[src/rtl/alu_seq_pkg.sv]
// Shared definitions for the bit-serial ALU sequencer: op encodings, FSM states
// and index-width helpers.
package alu_seq_pkg;

  localparam logic [2:0] OP_AND = 3'b000;
  localparam logic [2:0] OP_OR  = 3'b001;
  localparam logic [2:0] OP_ADD = 3'b010;
  localparam logic [2:0] OP_SUB = 3'b110;
  localparam logic [2:0] OP_SLT = 3'b111;

  localparam logic [1:0] SEL_AND  = 2'b00;
  localparam logic [1:0] SEL_OR   = 2'b01;
  localparam logic [1:0] SEL_ADD  = 2'b10;
  localparam logic [1:0] SEL_LESS = 2'b11;

  typedef enum logic [1:0] {
    IDLE   = 2'b00,
    RUN    = 2'b01,
    SETFIX = 2'b10,
    DONE   = 2'b11
  } state_e;

  localparam int DEF_WIDTH = 32;
  localparam int DEF_IDX_W = $clog2(DEF_WIDTH);

  // Bit-index width for a given operand width, never narrower than one bit.
  function automatic int idx_width(input int w);
    return (w > 2) ? $clog2(w) : 1;
  endfunction

endpackage

[src/rtl/alu_serial_seq_slice.sv]
// One-bit combinational ALU slice: AND / OR / full-add / pass-through less.
// binvert complements b before every function so SUB/SLT reuse the adder.
module alu_bit_slice
  import alu_seq_pkg::*;
(
  input  logic       a,
  input  logic       b,
  input  logic       cin,
  input  logic       binvert,
  input  logic [1:0] sel,
  input  logic       less,
  output logic       result,
  output logic       cout,
  output logic       sum
);

  logic b_eff;

  assign b_eff = b ^ binvert;
  assign sum   = a ^ b_eff ^ cin;
  assign cout  = (a & b_eff) | (a & cin) | (b_eff & cin);

  always_comb begin
    result = 1'b0;
    unique case (sel)
      SEL_AND:  result = a & b_eff;
      SEL_OR:   result = a | b_eff;
      SEL_ADD:  result = sum;
      SEL_LESS: result = less;
      default:  result = 1'b0;
    endcase
  end

endmodule

[src/rtl/alu_serial_seq.sv]
// Bit-serial ALU sequencer: walks operands LSB-to-MSB through alu_bit_slice,
// back-filling bit 0 for SLT. Define ALU_SEQ_2BIT_EN to process two bits per cycle.
module alu_serial_seq
  import alu_seq_pkg::*;
#(
  parameter int WIDTH = 32
) (
  input  logic             clk,
  input  logic             rst,
  input  logic             start_valid,
  output logic             start_ready,
  input  logic [WIDTH-1:0] a,
  input  logic [WIDTH-1:0] b,
  input  logic [2:0]       op,
  output logic             res_valid,
  input  logic             res_ready,
  output logic [WIDTH-1:0] result,
  output logic             zero,
  output logic             overflow,
  output logic             cout
);

  localparam int IDX_W = idx_width(WIDTH);
`ifdef ALU_SEQ_2BIT_EN
  localparam int STEP = 2;
`else
  localparam int STEP = 1;
`endif

  state_e           state_q;
  logic [IDX_W-1:0] idx_q;
  logic             carry_q;
  logic [WIDTH-1:0] a_q;
  logic [WIDTH-1:0] b_q;
  logic [2:0]       op_q;
  logic [WIDTH-1:0] result_q;
  logic             zero_q;
  logic             ovf_q;
  logic             cout_q;
  logic             set_q;

  logic [WIDTH-1:0] result_d;
  logic             last_step;
  logic             carry_d;
  logic             carry_into_msb;
  logic             sum_msb;
  logic             ovf_fin;
  logic             set_fin;
  logic             is_arith;
  logic             is_add;
  logic             is_slt;

  logic s0_res;
  logic s0_cout;
  logic s0_sum;

  alu_bit_slice u_slice0 (
    .a       (a_q[idx_q]),
    .b       (b_q[idx_q]),
    .cin     (carry_q),
    .binvert (op_q[2]),
    .sel     (op_q[1:0]),
    .less    (1'b0),
    .result  (s0_res),
    .cout    (s0_cout),
    .sum     (s0_sum)
  );

`ifdef ALU_SEQ_2BIT_EN
  logic             s1_res;
  logic             s1_cout;
  logic             s1_sum;
  logic [IDX_W-1:0] idx_hi;

  // idx_q is always even here, so the upper bit is idx_q + 1.
  assign idx_hi = idx_q | IDX_W'(1);

  alu_bit_slice u_slice1 (
    .a       (a_q[idx_hi]),
    .b       (b_q[idx_hi]),
    .cin     (s0_cout),
    .binvert (op_q[2]),
    .sel     (op_q[1:0]),
    .less    (1'b0),
    .result  (s1_res),
    .cout    (s1_cout),
    .sum     (s1_sum)
  );

  assign last_step      = (idx_q == IDX_W'(WIDTH - 2));
  assign carry_d        = s1_cout;
  assign carry_into_msb = s0_cout;
  assign sum_msb        = s1_sum;

  logic unused_s0_sum;
  assign unused_s0_sum = s0_sum;

  always_comb begin
    result_d = result_q;
    result_d[idx_q +: 2] = {s1_res, s0_res};
  end
`else
  assign last_step      = (idx_q == IDX_W'(WIDTH - 1));
  assign carry_d        = s0_cout;
  assign carry_into_msb = carry_q;
  assign sum_msb        = s0_sum;

  always_comb begin
    result_d = result_q;
    result_d[idx_q] = s0_res;
  end
`endif

  assign ovf_fin  = carry_into_msb ^ carry_d;
  // Sign of the difference corrected for overflow gives the true signed compare.
  assign set_fin  = sum_msb ^ ovf_fin;
  assign is_arith = op_q[1];
  assign is_add   = (op_q[1:0] == SEL_ADD);
  assign is_slt   = (op_q[1:0] == SEL_LESS);

  always_ff @(posedge clk or posedge rst) begin
    if (rst) begin
      state_q  <= IDLE;
      idx_q    <= '0;
      carry_q  <= 1'b0;
      a_q      <= '0;
      b_q      <= '0;
      op_q     <= OP_AND;
      result_q <= '0;
      zero_q   <= 1'b0;
      ovf_q    <= 1'b0;
      cout_q   <= 1'b0;
      set_q    <= 1'b0;
    end else begin
      unique case (state_q)
        IDLE: begin
          if (start_valid) begin
            a_q      <= a;
            b_q      <= b;
            op_q     <= op;
            carry_q  <= op[2];
            idx_q    <= '0;
            result_q <= '0;
            zero_q   <= 1'b0;
            ovf_q    <= 1'b0;
            cout_q   <= 1'b0;
            set_q    <= 1'b0;
            state_q  <= RUN;
          end
        end
        RUN: begin
          result_q <= result_d;
          carry_q  <= carry_d;
          idx_q    <= idx_q + IDX_W'(STEP);
          if (last_step) begin
            cout_q <= is_arith & carry_d;
            ovf_q  <= is_add & ovf_fin;
            set_q  <= set_fin;
            if (is_slt) begin
              state_q <= SETFIX;
            end else begin
              zero_q  <= ~|result_d;
              state_q <= DONE;
            end
          end
        end
        SETFIX: begin
          result_q <= {{(WIDTH-1){1'b0}}, set_q};
          ovf_q    <= 1'b0;
          zero_q   <= ~set_q;
          state_q  <= DONE;
        end
        DONE: begin
          if (res_ready) begin
            zero_q  <= 1'b0;
            state_q <= IDLE;
          end
        end
        default: state_q <= IDLE;
      endcase
    end
  end

  assign start_ready = (state_q == IDLE) & ~rst;
  assign res_valid   = (state_q == DONE);
  assign result      = result_q;
  assign zero        = zero_q;
  assign overflow    = ovf_q;
  assign cout        = cout_q;

endmodule

[config.mk]
export PLATFORM = sky130hd
export DESIGN_NAME = alu_serial_seq
export DESIGN_NICKNAME = d
export VERILOG_FILES = /design/src/rtl/alu_seq_pkg.sv /design/src/rtl/alu_serial_seq_slice.sv /design/src/rtl/alu_serial_seq.sv
export SDC_FILE = /design/constraint.sdc
export NUM_CORES = 1
export LEC_CHECK = 0
export ABC_AREA = 1
export CAP_MARGIN = 15
export CORE_ASPECT_RATIO = 0.7
export CORE_UTILIZATION = 40
export DETAILED_ROUTE_END_ITERATION = 10
export SLEW_MARGIN = 20
export SYNTH_ARGS = -nofsm -noshare
export SYNTH_HDL_FRONTEND = slang
export SYNTH_SLANG_ARGS = --single-unit
[constraint.sdc]
create_clock -name clk -period 4.4 [get_ports clk]
set_input_delay 0.88 -clock clk [delete_from_list [all_inputs] [get_ports clk]]
set_output_delay 0.88 -clock clk [all_outputs]
set_load 0.02 [all_outputs]
==> metrics.yaml, run 1 <==
status: "finished, final reports clean"
grt_usage_pct: 22.4
layout.nets: 956
finalSetupTns_ns: 0
final_common_cell: "nand2_1"
end_kind: "flop"
crit_family: "simple AND/OR/NAND/NOR gates"
stdcell_count: 1066
clk_latency_ns: 0.35
post-route-period-util_pct: 84.6
cts.sinks: 111
relSlewSlack_pct: 44.6
synth_warnings: 0
max_freq_ghz: 0.269
leakage_nw: 3.46
synthFlopType: "dfrtp_1"
die_area_sq_um: 15000
final_cell_mix: "nand2_1, dfrtp_1, clkdlybuf4s50_1"
ios: 108
critical_path_buf_inv_count: 4
cp.arrival_ns: 4.01
p_int_w: 0.00251
cts_root_buffer: "clkbuf_16"
cts_resized: 0
place.gp.congestion: 0.893
vias: 5431
cts_buffer_depth: 2
powerDensity_nw_per_um2: 648
critPathLaunchType: "flop"
synthDistinctLibCells: 28
hold_class: "flop to flop"
synth_area_per_cell_sq_um: 7.41
grt_pass1_vias: 5119
maxSlewViolCount: 0
drc: 0
cp_data_required_time_ns: 4.69
syn_nets: 868
hpwl_um: 11900
fp.dieH_um: 103
via_per_inst: 5.09
setup_violations: 0
clkTransAtPathRegs_ns: 0.08
detail-route-antenna-nets: 0
hold_viol_final: 0
drive_gt1_share_pct: 4.11
areaGrowthSynthToFinish_pct: 26.3
numCtsBuffers: 9
overflow: 0
yosysSeqAreaShare_pct: 47.8
post_cts_buffers: 0
ir_worst_vdd_mv: 0.319
critical_path_class: "flop to flop"
cts_tree: "built"
cts_max_level: 3
portBuffers: 107
start_util_pct: 41.3
dp.cells: 1050
power.switching_w: 0.00224
ys_async_sr_fraction_pct: 100
cpMostUsedCell: "nand2_1"
grt_pass1_wl_um: 26300
rows: 36
wirelength_um: 16300
dr.pass1.iters: 5
clock_skew_ns: 0.00650
drv_cap: 0
worstPathCellList: "inv_1 > nand3_1 > inv_1 > nand2_1 > nand2_1 > nor2_1 > nand4_1 > xor2_1 > fa_1 > inv_1 > nand2_1 > buf_4 > nand2_1 > o21ai_0 > nand2_1 > nor2_1 > nand2_1 > nor2_1 > nand3_1 > nand2_1 > nand2_1 > nand2_1"
antenna_found_initial: 0
synth_edf_count: 0
min_period_ns: 3.72
die_w_um: 146
cts_hold_buf: 0
dr.first_iter.drc_count: 446
critPathSlowestCell: "dfrtp_1"
ys_seq_elements: 111
core_sq_um: 14100
rsz0062_at_grt: "no"
worstMarginPinSlew_ns: 0.830
pwr-share-seq_pct: 34.6
grt_max_degree: 77
n_antenna_cell: 0
crit_fanout: 24
swShare_pct: 47.2
clkPwrFrac_pct: 17.3
power_frac_comb_pct: 48.1
syn_inst: 783
wl_per_cell_um: 15.3
syn_area_sq_um: 5810
max_stage_delay_ns: 0.56
final cells by class:
class / instances / area [sq um]
fill: 1373 / 6720
inverter: 75 / 284
timing repair buffer: 116 / 1140
sequential: 111 / 2780
clock inverter: 6 / 63.8
clock buffer: 10 / 239
tap: 190 / 238
multi-input combinational: 558 / 2590
flip-flops by register name (all words and copies together) (netlist names):
signal / count
cout: 1
op_q: 3
carry_into_msb: 1
zero: 1
idx_q: 5
set_q: 1
overflow: 1
result: 32
state_q: 2
a_q: 32
b_q: 32
cells in the mapped netlist, types with 3 or more instances:
library cell | count | share of area (%)
o22ai_1 | 36 | 3.9
ha_1 | 12 | 2.6
nor3_1 | 3 | 0.26
o21ai_0 | 95 | 8.2
inv_2 | 4 | 0.26
buf_2 | 9 | 0.78
inv_1 | 71 | 4.6
clkbuf_1 | 27 | 1.7
buf_1 | 3 | 0.19
nand2_1 | 263 | 17
a21oi_1 | 12 | 1.0
nand3_1 | 37 | 3.2
dfrtp_1 | 111 | 48
nor2_1 | 79 | 5.1
worst reg2reg max path, cell delays in order (launching register included):
cell and delay [ns]:
dfrtp_1 0.56, inv_1 0.13, nand3_1 0.31, inv_1 0.14
nand2_1 0.09, nand2_1 0.05, nor2_1 0.08, nand4_1 0.10
xor2_1 0.22, fa_1 0.52, inv_1 0.04, nand2_1 0.05
buf_4 0.25, nand2_1 0.26, o21ai_0 0.33, nand2_1 0.09
nor2_1 0.09, nand2_1 0.05, nor2_1 0.10, nand3_1 0.07
nand2_1 0.06, nand2_1 0.04, nand2_1 0.05
kinds of logic (layout without fill, tap and decap cells):
| family | after synthesis | in the layout | synth area share (%) |
|---|---|---|---|
| adder cells (fa/ha/maj) | 14 | 14 | 3.28 |
| XOR/XNOR | 1 | 1 | 0.151 |
| buffers and inverters | 114 | 207 | 7.56 |
| AND/OR/NAND/NOR | 388 | 388 | 26.4 |
| AO/OA/AOI/OAI | 155 | 155 | 14.8 |
| flip-flops | 111 | 111 | 47.8 |
final timing paths:
path                                            from  depth (start not counted)  slack, ns                endpoint
worst min register to register   b_q[30]$_DFFE_PP0P_                          2       0.48     b_q[30]$_DFFE_PP0P_
max in group asynchronous                        rst                          3       2.46  result[20]$_DFFE_PP0P_
worst min-delay path             b_q[30]$_DFFE_PP0P_                          2       0.48     b_q[30]$_DFFE_PP0P_
min in group asynchronous                        rst                          2       1.05  state_q[0]$_DFFE_PP0P_
worst max-delay path            idx_q[4]$_DFFE_PP0P_                         22       0.68        zero$_DFFE_PP0P_
worst max register to register  idx_q[4]$_DFFE_PP0P_                         22       0.68        zero$_DFFE_PP0P_
power groups by stage:
stage / clock [W] / sequential (W) / combinational (W)
after floorplan: 0 / 0.00156 / 0.00165
after global placement: 0 / 0.00165 / 0.00221
after detailed placement: 0 / 0.00165 / 0.00226
after CTS: 0.000839 / 0.00164 / 0.00227
after global routing: 0.000881 / 0.00168 / 0.00260
final: 0.000823 / 0.00164 / 0.00229
per-layer routing:
layer	vias to the layer above	global-route usage, %	wire [um]
met5	-	0	0
met4	0	4.81	138
met3	13	4.73	1300
met2	212	31.2	6230
met1	2513	35.2	8600
li1	2693	-	-
stage by stage:
step | hold slack (ns) | power (W) | instance area, sq um | setup slack [ns] | util, %
3_3_place_gp | 0.464 | 0.00386 | 7030 | 0.982 | 50.0
6_report | 0.480 | 0.00475 | 7330 | 0.679 | 52.2
2_1_floorplan | 0.444 | 0.00321 | 5810 | 0.589 | -
4_1_cts | 0.480 | 0.00474 | 7330 | 0.776 | 52.2
5_1_grt | 0.501 | 0.00516 | 7330 | 0.273 | 52.2
3_5_place_dp | 0.460 | 0.00391 | 7030 | 0.795 | 50.0
Power figures use the tool's default switching activity.
==> inputs of run 2 (changes only) <==
- PLACE_DENSITY: default -> 0.66
- clock period: 4.4 -> 3.36 ns (I/O delays scaled with it)
==> run 2 against run 1 <==
Effect of this change: hold slack got worse by 0.0033 ns; critical endpoint unchanged; largest power group unchanged; maximum frequency up 14%; clock skew rose by 0.0032 ns; die area unchanged.
==> metrics.yaml, run 2 (synthesized netlist as in run 1, its figures left out) <==
hpwl_um: 11400
cts_buffer_depth: 2
setup_violations: 0
relSlewSlack_pct: 59.2
wirelength_um: 16000
wl_per_cell_um: 14.7
regToRegSetupSlack_ns: 0.1
die_area_sq_um: 15000
cts_resized: 0
drive_gt1_share_pct: 7.36
grt_max_degree: 61
portBuffers: 107
rows: 36
grt_usage_pct: 22.2
pre_cts_slack_ns: 0.0552
drv_cap: 0
dr.pass1.iters: 5
setup_ws_ns: 0.0979
final_cell_mix: "nand2_1, dfrtp_1, clkdlybuf4s50_1"
max_freq_ghz: 0.307
detail-route-antenna-nets: 0
numCtsBuffers: 9
min_from: "a_q[24]$_DFFE_PP0P_"
hold_viol_final: 0
n_antenna_cell: 0
cts_hold_buf: 0
cp_data_required_time_ns: 3.65
ff2ff_path_depth: 22
areaGrowthSynthToFinish_pct: 30.4
clkTransAtPathRegs_ns: 0.07
grt_pass1_wl_um: 26300
hold_end: "a_q[24]$_DFFE_PP0P_"
antenna_found_initial: 0
cts_root_buffer: "clkbuf_16"
fp.dieH_um: 103
critPathLaunchType: "flop"
ios: 108
finalSetupTns_ns: 0
critical_path_class: "flop to flop"
hold_depth: 2
dp.cells: 1069
die_w_um: 146
min_period_ns: 3.26
powerDensity_nw_per_um2: 873
grt_pass1_vias: 5104
leakage_nw: 3.58
layout.nets: 977
dr.first_iter.drc_count: 405
drc: 0
stdcell_count: 1087
cts.sinks: 111
clock_skew_ns: 0.00972
ir_worst_vdd_mv: 0.527
final_common_cell: "nand2_1"
p_total_w: 0.00661
via_per_inst: 5.00
vias: 5432
worstMarginPinSlew_ns: 0.612
cts_tree: "built"
cts_max_level: 3
post_cts_buffers: 0
rsz0062_at_grt: "yes"
r2r-end: "zero$_DFFE_PP0P_"
post-route-period-util_pct: 97.1
crit_fanout: 22
place.gp.congestion: 0.847
cp.arrival_ns: 3.56
start_util_pct: 41.3
end_kind: "flop"
r2r-start: "idx_q[0]$_DFFE_PP0P_"
overflow: 0
clk_latency_ns: 0.35
status: "finished, final reports clean"
core_sq_um: 14100
hold_class: "flop to flop"
maxSlewViolCount: 0
==> run 2: cell types whose count changed in the layout (fill, tap and decap cells not counted), sizes merged <==
cell,delta
clkinv,+1
clkinvlp,+1
buf,+20
inv,-4
clkbuf,+3
==> run 2: final cells by class <==
type | instances | area (sq um)
fillers | 1380 | 6480
flip-flops and latches | 111 | 2780
multi-input cells | 558 | 2620
repair buffers | 137 | 1360
inverters | 75 | 290
clock buffers | 12 | 256
well taps | 190 | 238
clock inverters | 4 | 30.0
==> run 2: how the worst max path moves through the flow <==
stage / start / to / cells past startpoint
finish: idx_q[0]$_DFFE_PP0P_ / zero$_DFFE_PP0P_ / 22
floorplan: idx_q[0]$_DFFE_PP0P_ / zero$_DFFE_PP0P_ / 22
global placement: idx_q[0]$_DFFE_PP0P_ / zero$_DFFE_PP0P_ / 21
detailed placement: idx_q[0]$_DFFE_PP0P_ / zero$_DFFE_PP0P_ / 22
global route: idx_q[0]$_DFFE_PP0P_ / zero$_DFFE_PP0P_ / 22
CTS: idx_q[0]$_DFFE_PP0P_ / zero$_DFFE_PP0P_ / 22
==> run 2: routing by layer <==
metal | global-route usage [%] | share of wire [%]
met5 | 0 | 0
met4 | 3.53 | 0.65
met3 | 4.38 | 6.6
met2 | 31.5 | 40
met1 | 34.9 | 53
==> run 2: power breakdown <==
group / internal (W) / switching (W)
clock: 0.000546 / 0.000488
combinational: 0.00126 / 0.00220
sequential: 0.00180 / 0.000313
total: 0.00360 / 0.00300
==> run 2: metrics by stage <==
stage	cell area (sq um)	hold slack [ns]	util, %
after floorplan	5810	0.444	-
after global placement	7210	0.459	51.3
after detailed placement	7210	0.462	51.3
after CTS	7500	0.481	53.3
after global routing	7570	0.497	53.9
final	7570	0.477	53.9
==> run 2: critical path, cell delays in order, from the launching register on <==
cell     delay, ns
dfrtp_2       0.47
buf_12        0.18
o21ai_1       0.15
o22ai_1       0.11
nand2_1       0.07
nand2_1       0.04
nor2_1        0.09
nand4_1       0.17
xor2_2        0.24
fa_1          0.50
inv_1         0.05
nand2_2       0.12
buf_4         0.18
nand3_1       0.08
nand2_1       0.11
nand2_1       0.07
nor2_1        0.10
nand2_1       0.07
nor2_2        0.15
nand3_1       0.10
nand2_1       0.07
nand2_1       0.04
nand2_1       0.05
